===== src/rtl/axi_riscv_atomics_sram_pkg.sv =====
// Shared definitions for the AXI-to-SRAM terminal slave.
//   - FSM state encoding (IDLE, WRITE, WRESP, READ)
//   - AXI response and burst-type constants
//   - next_addr(): per-beat address advance for FIXED / INCR bursts
package axi_riscv_atomics_sram_pkg;

   localparam logic [1:0] ST_IDLE  = 2'd0;
   localparam logic [1:0] ST_WRITE = 2'd1;
   localparam logic [1:0] ST_WRESP = 2'd2;
   localparam logic [1:0] ST_READ  = 2'd3;

   localparam logic [1:0] RESP_OKAY   = 2'b00;
   localparam logic [1:0] RESP_SLVERR = 2'b10;

   localparam logic [1:0] BURST_FIXED = 2'b00;
   localparam logic [1:0] BURST_INCR  = 2'b01;
   localparam logic [1:0] BURST_WRAP  = 2'b10;

   // Computed at 64 bits; callers truncate to their address width, which
   // gives the modulo-2^width wrap of the incrementing address for free.
   // WRAP bursts never reach memory, so they are advanced like INCR.
   function automatic logic [63:0] next_addr(input logic [63:0] addr,
                                             input logic [2:0]  size,
                                             input logic [1:0]  burst);
      logic [63:0] step;
      step = 64'd1 << size;
      if (burst == BURST_FIXED) begin
         return addr;
      end
      return (addr & ~(step - 64'd1)) + step;
   endfunction

endpackage


===== src/rtl/axi_riscv_atomics_sram_addr_gen.sv =====
// Burst address generator.
// Latches the burst parameters on i_load and advances the address and beat
// count on every i_step.
//   i_load  : capture i_addr/i_len/i_size/i_burst, clear the beat count
//   i_step  : one beat consumed, move to the next address
//   o_addr  : byte address of the current beat
//   o_last  : current beat is the final one of the burst (count == len)
module axi_riscv_atomics_sram_addr_gen
   import axi_riscv_atomics_sram_pkg::*;
#(
   parameter int AXI_ADDR_WIDTH = 32
) (
   input  logic                      clk_i,
   input  logic                      rst_ni,
   input  logic                      i_load,
   input  logic [AXI_ADDR_WIDTH-1:0] i_addr,
   input  logic [7:0]                i_len,
   input  logic [2:0]                i_size,
   input  logic [1:0]                i_burst,
   input  logic                      i_step,
   output logic [AXI_ADDR_WIDTH-1:0] o_addr,
   output logic                      o_last
);

   logic [AXI_ADDR_WIDTH-1:0] r_addr;
   logic [7:0]                r_len;
   logic [7:0]                r_cnt;
   logic [2:0]                r_size;
   logic [1:0]                r_burst;
   logic [63:0]               w_next_full;
   logic                      w_unused;

   assign w_next_full = next_addr(64'(r_addr), r_size, r_burst);
   // Upper bits beyond the address width are intentionally dropped.
   assign w_unused    = ^w_next_full;

   assign o_addr = r_addr;
   assign o_last = (r_cnt == r_len);

   always_ff @(posedge clk_i or negedge rst_ni) begin
      if (!rst_ni) begin
         r_cnt <= '0;
      end else if (i_load) begin
         r_cnt <= '0;
      end else if (i_step) begin
         r_cnt <= r_cnt + 8'd1;
      end
   end

   always_ff @(posedge clk_i) begin
      if (i_load) begin
         r_addr  <= i_addr;
         r_len   <= i_len;
         r_size  <= i_size;
         r_burst <= i_burst;
      end else if (i_step) begin
         r_addr  <= w_next_full[AXI_ADDR_WIDTH-1:0];
      end
   end

endmodule


===== src/rtl/axi_riscv_atomics_sram_slv.sv =====
// AXI4 terminal slave in front of a single-port SRAM.
// Serves one burst at a time with round-robin AW/AR arbitration. Bursts that
// carry an ATOP or use WRAP are answered with SLVERR and never touch memory.
//   slv_aw_* / slv_w_* / slv_b_* : AXI write channels
//   slv_ar_* / slv_r_*           : AXI read channels
//   mem_*                        : SRAM port, read data returns one cycle
//                                  after a read mem_req_o
module axi_riscv_atomics_sram_slv
   import axi_riscv_atomics_sram_pkg::*;
#(
   parameter int AXI_ADDR_WIDTH = 32,
   parameter int AXI_DATA_WIDTH = 64,
   parameter int AXI_ID_WIDTH   = 4,
   parameter int MEM_ADDR_WIDTH = 16
) (
   input  logic                        clk_i,
   input  logic                        rst_ni,
   input  logic [AXI_ID_WIDTH-1:0]     slv_aw_id_i,
   input  logic [AXI_ADDR_WIDTH-1:0]   slv_aw_addr_i,
   input  logic [7:0]                  slv_aw_len_i,
   input  logic [2:0]                  slv_aw_size_i,
   input  logic [1:0]                  slv_aw_burst_i,
   input  logic [5:0]                  slv_aw_atop_i,
   input  logic                        slv_aw_valid_i,
   output logic                        slv_aw_ready_o,
   input  logic [AXI_DATA_WIDTH-1:0]   slv_w_data_i,
   input  logic [AXI_DATA_WIDTH/8-1:0] slv_w_strb_i,
   input  logic                        slv_w_last_i,
   input  logic                        slv_w_valid_i,
   output logic                        slv_w_ready_o,
   output logic [AXI_ID_WIDTH-1:0]     slv_b_id_o,
   output logic [1:0]                  slv_b_resp_o,
   output logic                        slv_b_valid_o,
   input  logic                        slv_b_ready_i,
   input  logic [AXI_ID_WIDTH-1:0]     slv_ar_id_i,
   input  logic [AXI_ADDR_WIDTH-1:0]   slv_ar_addr_i,
   input  logic [7:0]                  slv_ar_len_i,
   input  logic [2:0]                  slv_ar_size_i,
   input  logic [1:0]                  slv_ar_burst_i,
   input  logic                        slv_ar_valid_i,
   output logic                        slv_ar_ready_o,
   output logic [AXI_ID_WIDTH-1:0]     slv_r_id_o,
   output logic [AXI_DATA_WIDTH-1:0]   slv_r_data_o,
   output logic [1:0]                  slv_r_resp_o,
   output logic                        slv_r_last_o,
   output logic                        slv_r_valid_o,
   input  logic                        slv_r_ready_i,
   output logic                        mem_req_o,
   output logic                        mem_we_o,
   output logic [MEM_ADDR_WIDTH-1:0]   mem_addr_o,
   output logic [AXI_DATA_WIDTH-1:0]   mem_wdata_o,
   output logic [AXI_DATA_WIDTH/8-1:0] mem_be_o,
   input  logic [AXI_DATA_WIDTH-1:0]   mem_rdata_i
);

   localparam int AXI_STRB_WIDTH = AXI_DATA_WIDTH/8;
   localparam int WORD_LSB       = $clog2(AXI_STRB_WIDTH);

   logic [1:0]                r_state;
   logic                      r_prio_w;
   logic                      r_active;
   logic                      r_err;
   logic [AXI_ID_WIDTH-1:0]   r_id;
   logic                      r_inflight;
   logic                      r_issued_last;
   logic                      r_rd_done;
   logic                      r_rvalid;
   logic                      r_rlast;
   logic [1:0]                r_rresp;
   logic [AXI_DATA_WIDTH-1:0] r_rdata;

   logic                      w_idle;
   logic                      w_aw_hs;
   logic                      w_ar_hs;
   logic                      w_wbeat;
   logic                      w_rissue;
   logic                      w_r_hs;
   logic                      w_ag_last;
   logic [AXI_ADDR_WIDTH-1:0] w_ag_addr;
   logic [AXI_ADDR_WIDTH-1:0] w_ld_addr;
   logic [7:0]                w_ld_len;
   logic [2:0]                w_ld_size;
   logic [1:0]                w_ld_burst;
   logic                      w_unused;

   // Hold off the address channels for the first cycle out of reset so that
   // no ready is ever seen while reset is asserted.
   assign w_idle = (r_state == ST_IDLE) && r_active;

   // Each ready is withheld only when the other channel is valid and owns
   // the priority, so exactly one side can handshake in a given cycle.
   assign slv_aw_ready_o = w_idle && !(slv_ar_valid_i && !r_prio_w);
   assign slv_ar_ready_o = w_idle && !(slv_aw_valid_i &&  r_prio_w);
   assign w_aw_hs = slv_aw_ready_o && slv_aw_valid_i;
   assign w_ar_hs = slv_ar_ready_o && slv_ar_valid_i;

   assign w_ld_addr  = w_aw_hs ? slv_aw_addr_i  : slv_ar_addr_i;
   assign w_ld_len   = w_aw_hs ? slv_aw_len_i   : slv_ar_len_i;
   assign w_ld_size  = w_aw_hs ? slv_aw_size_i  : slv_ar_size_i;
   assign w_ld_burst = w_aw_hs ? slv_aw_burst_i : slv_ar_burst_i;

   assign w_wbeat  = (r_state == ST_WRITE) && slv_w_valid_i;
   // One read beat in flight; the next is issued only once the R register
   // is free or being emptied this cycle.
   assign w_rissue = (r_state == ST_READ) && !r_inflight && !r_rd_done &&
                     (!r_rvalid || slv_r_ready_i);
   assign w_r_hs   = r_rvalid && slv_r_ready_i;

   axi_riscv_atomics_sram_addr_gen #(
      .AXI_ADDR_WIDTH (AXI_ADDR_WIDTH)
   ) u_addr_gen (
      .clk_i   (clk_i),
      .rst_ni  (rst_ni),
      .i_load  (w_aw_hs || w_ar_hs),
      .i_addr  (w_ld_addr),
      .i_len   (w_ld_len),
      .i_size  (w_ld_size),
      .i_burst (w_ld_burst),
      .i_step  (w_wbeat || w_rissue),
      .o_addr  (w_ag_addr),
      .o_last  (w_ag_last)
   );

   // Burst length alone ends a write; w_last carries no extra information.
   assign w_unused = ^{slv_w_last_i, w_ag_addr};

   assign mem_req_o   = (w_wbeat || w_rissue) && !r_err;
   assign mem_we_o    = w_wbeat && !r_err;
   assign mem_addr_o  = w_ag_addr[WORD_LSB +: MEM_ADDR_WIDTH];
   assign mem_wdata_o = slv_w_data_i;
   assign mem_be_o    = slv_w_strb_i;

   assign slv_w_ready_o = (r_state == ST_WRITE);
   assign slv_b_valid_o = (r_state == ST_WRESP);
   assign slv_b_resp_o  = ((r_state == ST_WRESP) && r_err) ? RESP_SLVERR : RESP_OKAY;
   assign slv_b_id_o    = r_id;

   assign slv_r_valid_o = r_rvalid;
   assign slv_r_last_o  = r_rlast;
   assign slv_r_resp_o  = r_rresp;
   assign slv_r_data_o  = r_rdata;
   assign slv_r_id_o    = r_id;

   // Stage: request/grant FSM
   always_ff @(posedge clk_i or negedge rst_ni) begin
      if (!rst_ni) begin
         r_state  <= ST_IDLE;
         r_prio_w <= 1'b1;
         r_active <= 1'b0;
         r_err    <= 1'b0;
      end else begin
         r_active <= 1'b1;
         case (r_state)
            ST_IDLE: begin
               if (w_aw_hs) begin
                  r_state  <= ST_WRITE;
                  r_prio_w <= 1'b0;
                  r_err    <= (slv_aw_atop_i != 6'd0) || (slv_aw_burst_i == BURST_WRAP);
               end else if (w_ar_hs) begin
                  r_state  <= ST_READ;
                  r_prio_w <= 1'b1;
                  r_err    <= (slv_ar_burst_i == BURST_WRAP);
               end
            end
            ST_WRITE: if (w_wbeat && w_ag_last)     r_state <= ST_WRESP;
            ST_WRESP: if (slv_b_ready_i)            r_state <= ST_IDLE;
            ST_READ:  if (w_r_hs && r_rlast)        r_state <= ST_IDLE;
            default:                                r_state <= ST_IDLE;
         endcase
      end
   end

   // Stage: read issue -> R output register
   always_ff @(posedge clk_i or negedge rst_ni) begin
      if (!rst_ni) begin
         r_inflight    <= 1'b0;
         r_issued_last <= 1'b0;
         r_rd_done     <= 1'b0;
         r_rvalid      <= 1'b0;
         r_rlast       <= 1'b0;
         r_rresp       <= RESP_OKAY;
      end else begin
         if (w_ar_hs) begin
            r_rd_done <= 1'b0;
         end
         if (w_rissue) begin
            r_inflight    <= 1'b1;
            r_issued_last <= w_ag_last;
            if (w_ag_last) begin
               r_rd_done <= 1'b1;
            end
         end
         if (w_r_hs) begin
            r_rvalid <= 1'b0;
            r_rlast  <= 1'b0;
         end
         // Landing cannot coincide with a handshake: an issue empties R first.
         if (r_inflight) begin
            r_inflight <= 1'b0;
            r_rvalid   <= 1'b1;
            r_rlast    <= r_issued_last;
            r_rresp    <= r_err ? RESP_SLVERR : RESP_OKAY;
         end
      end
   end

   always_ff @(posedge clk_i) begin
      if (w_aw_hs) begin
         r_id <= slv_aw_id_i;
      end else if (w_ar_hs) begin
         r_id <= slv_ar_id_i;
      end
      if (r_inflight) begin
         r_rdata <= r_err ? '0 : mem_rdata_i;
      end
   end

endmodule


===== config.mk =====
export PLATFORM = sky130hd
export DESIGN_NAME = axi_riscv_atomics_sram_slv
export DESIGN_NICKNAME = d
export VERILOG_FILES = /design/src/rtl/axi_riscv_atomics_sram_pkg.sv /design/src/rtl/axi_riscv_atomics_sram_addr_gen.sv /design/src/rtl/axi_riscv_atomics_sram_slv.sv
export SDC_FILE = /design/constraint.sdc
export NUM_CORES = 1
export LEC_CHECK = 0
export CORE_AREA = 3 3 161 163
export DETAILED_ROUTE_END_ITERATION = 7
export DIE_AREA = 0 0 164 166
export PLACE_DENSITY = 0.7
export SYNTH_ARGS = -nofsm -noshare
export SYNTH_HDL_FRONTEND = slang
export SYNTH_HIERARCHICAL = 1
export SYNTH_SLANG_ARGS = --single-unit

===== constraint.sdc =====
create_clock -name clk_i -period 3.72 [get_ports clk_i]
set_clock_uncertainty 0.05 [all_clocks]
set_input_delay 0.744 -clock clk_i [delete_from_list [all_inputs] [get_ports clk_i]]
set_output_delay 0.744 -clock clk_i [all_outputs]
set_load 0.05 [all_outputs]

==> results.cfg, run 1 <==
[outcome]
status = finished clean

[sta]
fin_setup_tns_ns = 0
minimum_clock_period_after_layout_ns = 3.163
post-route-period-util_pct = 85.03
timing_worst_slew_pin_value_ns = 0.9835
grt_setup_unrepaired = no
hold_viol_final = 0
finalWorstSetupSlack_ns = 0.5571
drv_slew = 0
setup_violating_endpoint_count_in_the_final_report = 0
max_freq_ghz = 0.3162
relSlewSlack_pct = 34.23

[final_layout]
fin_nets = 993
area_of_the_multi_input_gates_um2 = 2506
syn2layout_area_growth_pct = 41.51
sequential_cell_area_um2 = 3482
drive_above_1_share_pct = 13.03
postLayoutCellArea_um2 = 9588
antenna_cells_inserted = 0
filler_cell_count = 2335

[clock_tree]
clock_latency_ns = 0.42
clkSlewWorstSetupHoldPaths_ns = 0.06
cts_inserted_buffers = 17
cts_resized = 0
postCtsSetupRepairBufs = 0
cts_num_sinks = 119
cts_tree = yes
ctsHoldBuffers = 0
maximum_number_of_buffers_from_clock_root_to_sink = 2
cts-htree-levels = 4
cts.root.buffer_cell = sky130_fd_sc_hd__clkbuf_16

[global_routing]
vias_in_the_first_global_route = 4747
gr-usage-all-layers_pct = 14.06
overflow = 0
maximum_number_of_pins_on_one_net_before_global_route_repair = 69
grt_first_pass_wirelength_mm = 28.77
antenna_found_initial = 0

[synth]
syn_avg_cell_area_um2 = 11.87
synth.yosys.warnings = 6
netlist_instances = 571
post_synthesis_cell_area_um2 = 6775

[worst_setup_path]
cp-startpoint = slv_ar_valid_i
timing.critical_path.required_ns = 2.93
critical_path_arrival_ns = 2.37
crit-reg2reg-launch = u_addr_gen/r_size[1]
criticalPathCategory = input pin to output port
setup.worst_path.end_class = output port
worst_setup_path_start_kind = input pin
worstPathMaxFanout = 5

[die]
io-pin-count = 420
die_w_um = 164
initial_core_util_pct = 27.70
dieArea_um2 = 27220
floorplan.core_area_um2 = 24460
placement_rows = 57
die_height_um = 166

[detailed_routing]
drtPass1Iterations = 4
vias_per_cell = 4.383
detail_route.wirelength_mm = 19.15
routedWlPerCell_um = 17.80
detail_route.drc_violations = 0
dr.first_iter.drc_count = 223
num_vias = 4716
ant_nets = 0

[power_and_ir_drop]
peakVddDrop_mv = 0.3714
power_density_nw_per_um2 = 759.5
p_leak_nw = 3.535

[placement]
pre_cts_ws_ns = 0.5134
io_buffer_count = 246
place_hpwl_mm = 14.69
total_placed_instance_area_um2 = 8975
place_congestion = 0.8334

[worst_hold_path]
worstHoldStart = r_rd_done
holdCritPathClass = register to register

[job]
max_cap_violations = 0
-- path summary, 6_finish.rpt --
path | cells after the start | to | slack, ns
setup / recovery | 4 | slv_aw_ready_o | 0.56
hold / removal | 1 | r_rd_done | 0.45
setup reg to reg | 11 | u_addr_gen/o_addr[15] | 0.57
hold reg to reg | 1 | r_rd_done | 0.45
max in group asynchronous | 1 | r_err | 2.13
min in group asynchronous | 1 | slv_r_resp_o[1] | 0.82
-- area by class of cell --
type                       instances  area share, %
clock inverter                    13          1.775
multi-input combinational        336          26.14
clock buffer                      19          4.620
inverter                           9         0.3523
sequential                       119          36.32
tap                              324          4.228
timing repair buffer             256          26.57
-- cell usage in the layout, fill, tap and decap left out, types with 6 or more instances in the layout --
| master | instances |
|---|---|
| sky130_fd_sc_hd__nand4_1 | 10 |
| sky130_fd_sc_hd__nor2b_1 | 71 |
| sky130_fd_sc_hd__ha_1 | 6 |
| sky130_fd_sc_hd__nand2_1 | 41 |
| sky130_fd_sc_hd__edfxtp_1 | 100 |
| sky130_fd_sc_hd__dfrtp_1 | 16 |
| sky130_fd_sc_hd__mux2_4 | 35 |
| sky130_fd_sc_hd__nand3_1 | 9 |
| sky130_fd_sc_hd__clkbuf_16 | 17 |
| sky130_fd_sc_hd__and2_1 | 6 |
| sky130_fd_sc_hd__a21oi_1 | 9 |
| sky130_fd_sc_hd__nand2b_1 | 6 |
| sky130_fd_sc_hd__inv_1 | 9 |
| sky130_fd_sc_hd__xor2_1 | 9 |
| sky130_fd_sc_hd__xnor2_1 | 21 |
| sky130_fd_sc_hd__o21ai_0 | 30 |
| sky130_fd_sc_hd__clkdlybuf4s50_1 | 245 |
| sky130_fd_sc_hd__nor2_1 | 15 |
| sky130_fd_sc_hd__buf_4 | 10 |
-- report_power, final --
group	internal [W]	switching [W]	leakage (nW)
Combinational	0.00112	0.00213	2.06
Clock	0.00108	0.000641	0.291
Sequential	0.00204	0.000272	1.18
Total	0.00424	0.00304	3.54
-- per-stage QoR --
stage	hold slack, ns	util, %	power (W)	instances
finish	0.4473	39.19	0.007282	1076
global route	0.4645	39.19	0.007620	1076
CTS	0.4510	39.19	0.007369	1076
detailed placement	0.4342	36.69	0.005613	1044
global placement	0.4326	36.69	0.005567	1044
floorplan	0.3976	-	0.004650	572
-- sequential cells by signal, summed over array words and instances (netlist names), 2 cells and up --
signal	cells
u_addr_gen/r_burst	2
slv_b_id_o	4
u_addr_gen/r_len	8
slv_r_data_o	64
u_addr_gen/r_size	3
r_state	2
u_addr_gen/r_cnt	8
u_addr_gen/o_addr	19
-- critical path, cell delays in order --
cell and delay [ns]:
sky130_fd_sc_hd__clkdlybuf4s50_1 0.48, sky130_fd_sc_hd__nand2b_1 0.19, sky130_fd_sc_hd__and2_1 0.16, sky130_fd_sc_hd__clkdlybuf4s50_1 0.80
-- per-layer routing --
layer / share of wire [%] / wire [um] / GRT usage (%)
met1: 40 / 7723 / 16.62
met2: 52 / 9965 / 23.97
met3: 5.7 / 1093 / 4.640
met4: 1.9 / 367 / 4.597
met5: 0 / 0 / 0
Power figures use the tool's default switching activity.
==> run 2, diff against run 1 <==
CORE_AREA = 2 2 165 167   (was 3 3 161 163)
DIE_AREA = 0 0 167 169   (was 0 0 164 166)
PLACE_DENSITY = 0.66   (was 0.7)
==> run 2 against run 1 <==
  * Via count up 0.36%
  * Worst setup slack worse by 0.19 ns
  * Power down 1.4%
  * First-iteration DRC count up 7.2%
  * Worst hold slack worse by 0.00057 ns
  * Die area up 3.7%
  * Clock-buffer cell count down 1
  * Non-clock buffer count unchanged
  * Clock power down 5%
  * Sequential power about the same
  * Maximum frequency down 5.7%
  * Critical endpoint is now u_addr_gen/o_addr[18]
  * Highest routed layer unchanged
==> results.cfg, run 2 (synthesis results as in run 1) <==
[outcome]
status = finished clean

[sta]
grt_setup_unrepaired = no
relSlewSlack_pct = 34.25
timing_worst_slew_pin_value_ns = 0.9831
hold_viol_final = 0
max_freq_ghz = 0.2982
minimum_clock_period_after_layout_ns = 3.353
fin_setup_tns_ns = 0
setup_violating_endpoint_count_in_the_final_report = 0
drv_slew = 0
post-route-period-util_pct = 90.14

[detailed_routing]
wl_met2_mm = 9.897
detail_route.wirelength_mm = 18.81
drtPass1Iterations = 4
routedWlPerCell_um = 17.21
dr.first_iter.drc_count = 239
ant_nets = 0
m1WireLength_mm = 7.592
highest_layer = met4
detail_route.drc_violations = 0
vias_per_cell = 4.330
num_vias = 4733
routed-wl-met3_mm = 1.042

[worst_setup_path]
criticalPathCategory = register to register
cp-startpoint = u_addr_gen/r_size[0]
worst_setup_path_start_kind = register
crit_path_cell_trace = or3_1 > ha_1 > nand2b_1 > o32a_1 > o32a_4 > nor4_4 > o21ai_0 > xnor2_1 > o21ai_0
ff2ff_setup_slack_ns = 0.37
crit_path_frequent_cell = sky130_fd_sc_hd__o21ai_0
crit-reg2reg-launch = u_addr_gen/r_size[0]
setup.worst_path.end_class = register
critical_path_arrival_ns = 3.43
path_delay_family = simple AND/OR/NAND/NOR gates
worstPathMaxFanout = 11
critical_path.max_stage_delay_ns = 0.55
timing.critical_path.required_ns = 3.80
path_buf_inv = 0
worst_path_max_delay_cell = sky130_fd_sc_hd__edfxtp_1

[final_layout]
number_of_flip_flops_in_the_largest_register = 64
mostFrequentLayoutCell = sky130_fd_sc_hd__clkdlybuf4s50_1
antenna_cells_inserted = 0
drive_above_1_share_pct = 13.16
fin_nets = 993
filler_cell_count = 2669
final_cell_mix = sky130_fd_sc_hd__clkdlybuf4s50_1, sky130_fd_sc_hd__edfxtp_1, sky130_fd_sc_hd__nor2b_1, sky130_fd_sc_hd__nand2_1, sky130_fd_sc_hd__mux2_4
syn2layout_area_growth_pct = 41.31

[clock_tree]
clock_latency_ns = 0.40
cts_num_sinks = 119
postCtsSetupRepairBufs = 0
cts_tree = yes
cts_resized = 0
clkSlewWorstSetupHoldPaths_ns = 0.06
maximum_number_of_buffers_from_clock_root_to_sink = 2
cts-htree-levels = 4
cts.root.buffer_cell = sky130_fd_sc_hd__clkbuf_16
cts_inserted_buffers = 17
ctsHoldBuffers = 0

[placement]
place_congestion = 0.8085
place_hpwl_mm = 14.14
io_buffer_count = 246

[die]
initial_core_util_pct = 25.57
die_height_um = 169
io-pin-count = 420
die_w_um = 167
placement_rows = 60
dieArea_um2 = 28220
floorplan.core_area_um2 = 26500

[global_routing]
grt_first_pass_wirelength_mm = 27.63
gr-usage-all-layers_pct = 12.89
maximum_number_of_pins_on_one_net_before_global_route_repair = 69
vias_in_the_first_global_route = 4599
overflow = 0
antenna_found_initial = 1

[power_and_ir_drop]
power_density_nw_per_um2 = 749.9
peakVddDrop_mv = 0.4163
p_leak_nw = 3.520
design_power_total_w = 0.007179

[worst_hold_path]
holdCritPathClass = register to register
worstHoldStart = r_rd_done

[job]
max_cap_violations = 0
-- run 2: worst register-to-register path: cells and delay by family (launching register included) --
family / cells / cell delay (ns)
simple gates: 3 / 1.10
compound gates: 4 / 0.82
flops: 1 / 0.55
fa+ha+maj: 1 / 0.34
xor+xnor: 1 / 0.20
-- run 2: through the flow --
| stage | cells | utilization (%) | worst slack [ns] | hold WS, ns | instance area [um2] |
|---|---|---|---|---|---|
| floorplan | 572 | - | 0.1924 | 0.3976 | 6779 |
| global placement | 1061 | 33.95 | 0.4528 | 0.4329 | 8996 |
| detailed placement | 1061 | 33.95 | 0.3994 | 0.4338 | 8996 |
| CTS | 1093 | 36.13 | 0.3795 | 0.4483 | 9574 |
| global route | 1093 | 36.13 | 0.1577 | 0.4546 | 9574 |
| finish | 1093 | 36.13 | 0.3666 | 0.4467 | 9574 |
-- run 2: layer usage --
| metal | vias to the layer above | track usage (%) |
|---|---|---|
| met2 | 136 | 22.58 |
| met5 | - | 0 |
| met4 | 0 | 4.273 |
| met3 | 28 | 3.788 |
| li1 | 2267 | - |
| met1 | 2302 | 15.13 |
-- run 2: power breakdown --
group	internal (W)	switching, W	total, W	leakage, nW
clock	0.000955	0.000672	0.00163	0.277
sequential	0.00204	0.000289	0.00233	1.18
combinational	0.00112	0.00210	0.00322	2.06
-- run 2: worst paths after layout --
check                                              to  cells after the start
worst max register to register  u_addr_gen/o_addr[18]                      9
worst min register to register              r_rd_done                      1
max in group asynchronous                  r_inflight                      1
min in group asynchronous             slv_r_resp_o[1]                      1
worst max-delay path            u_addr_gen/o_addr[18]                      9
worst min-delay path                        r_rd_done                      1
-- run 2: final cells by class --
type	count	area, um2	area share, %
sequential	119	3482	36.37
clock buffer	18	439.2	4.587
clock inverter	14	138.9	1.451
tap	341	426.7	4.456
multi-input combinational	336	2506	26.18
timing repair buffer	256	2547	26.61
inverter	9	33.78	0.3528
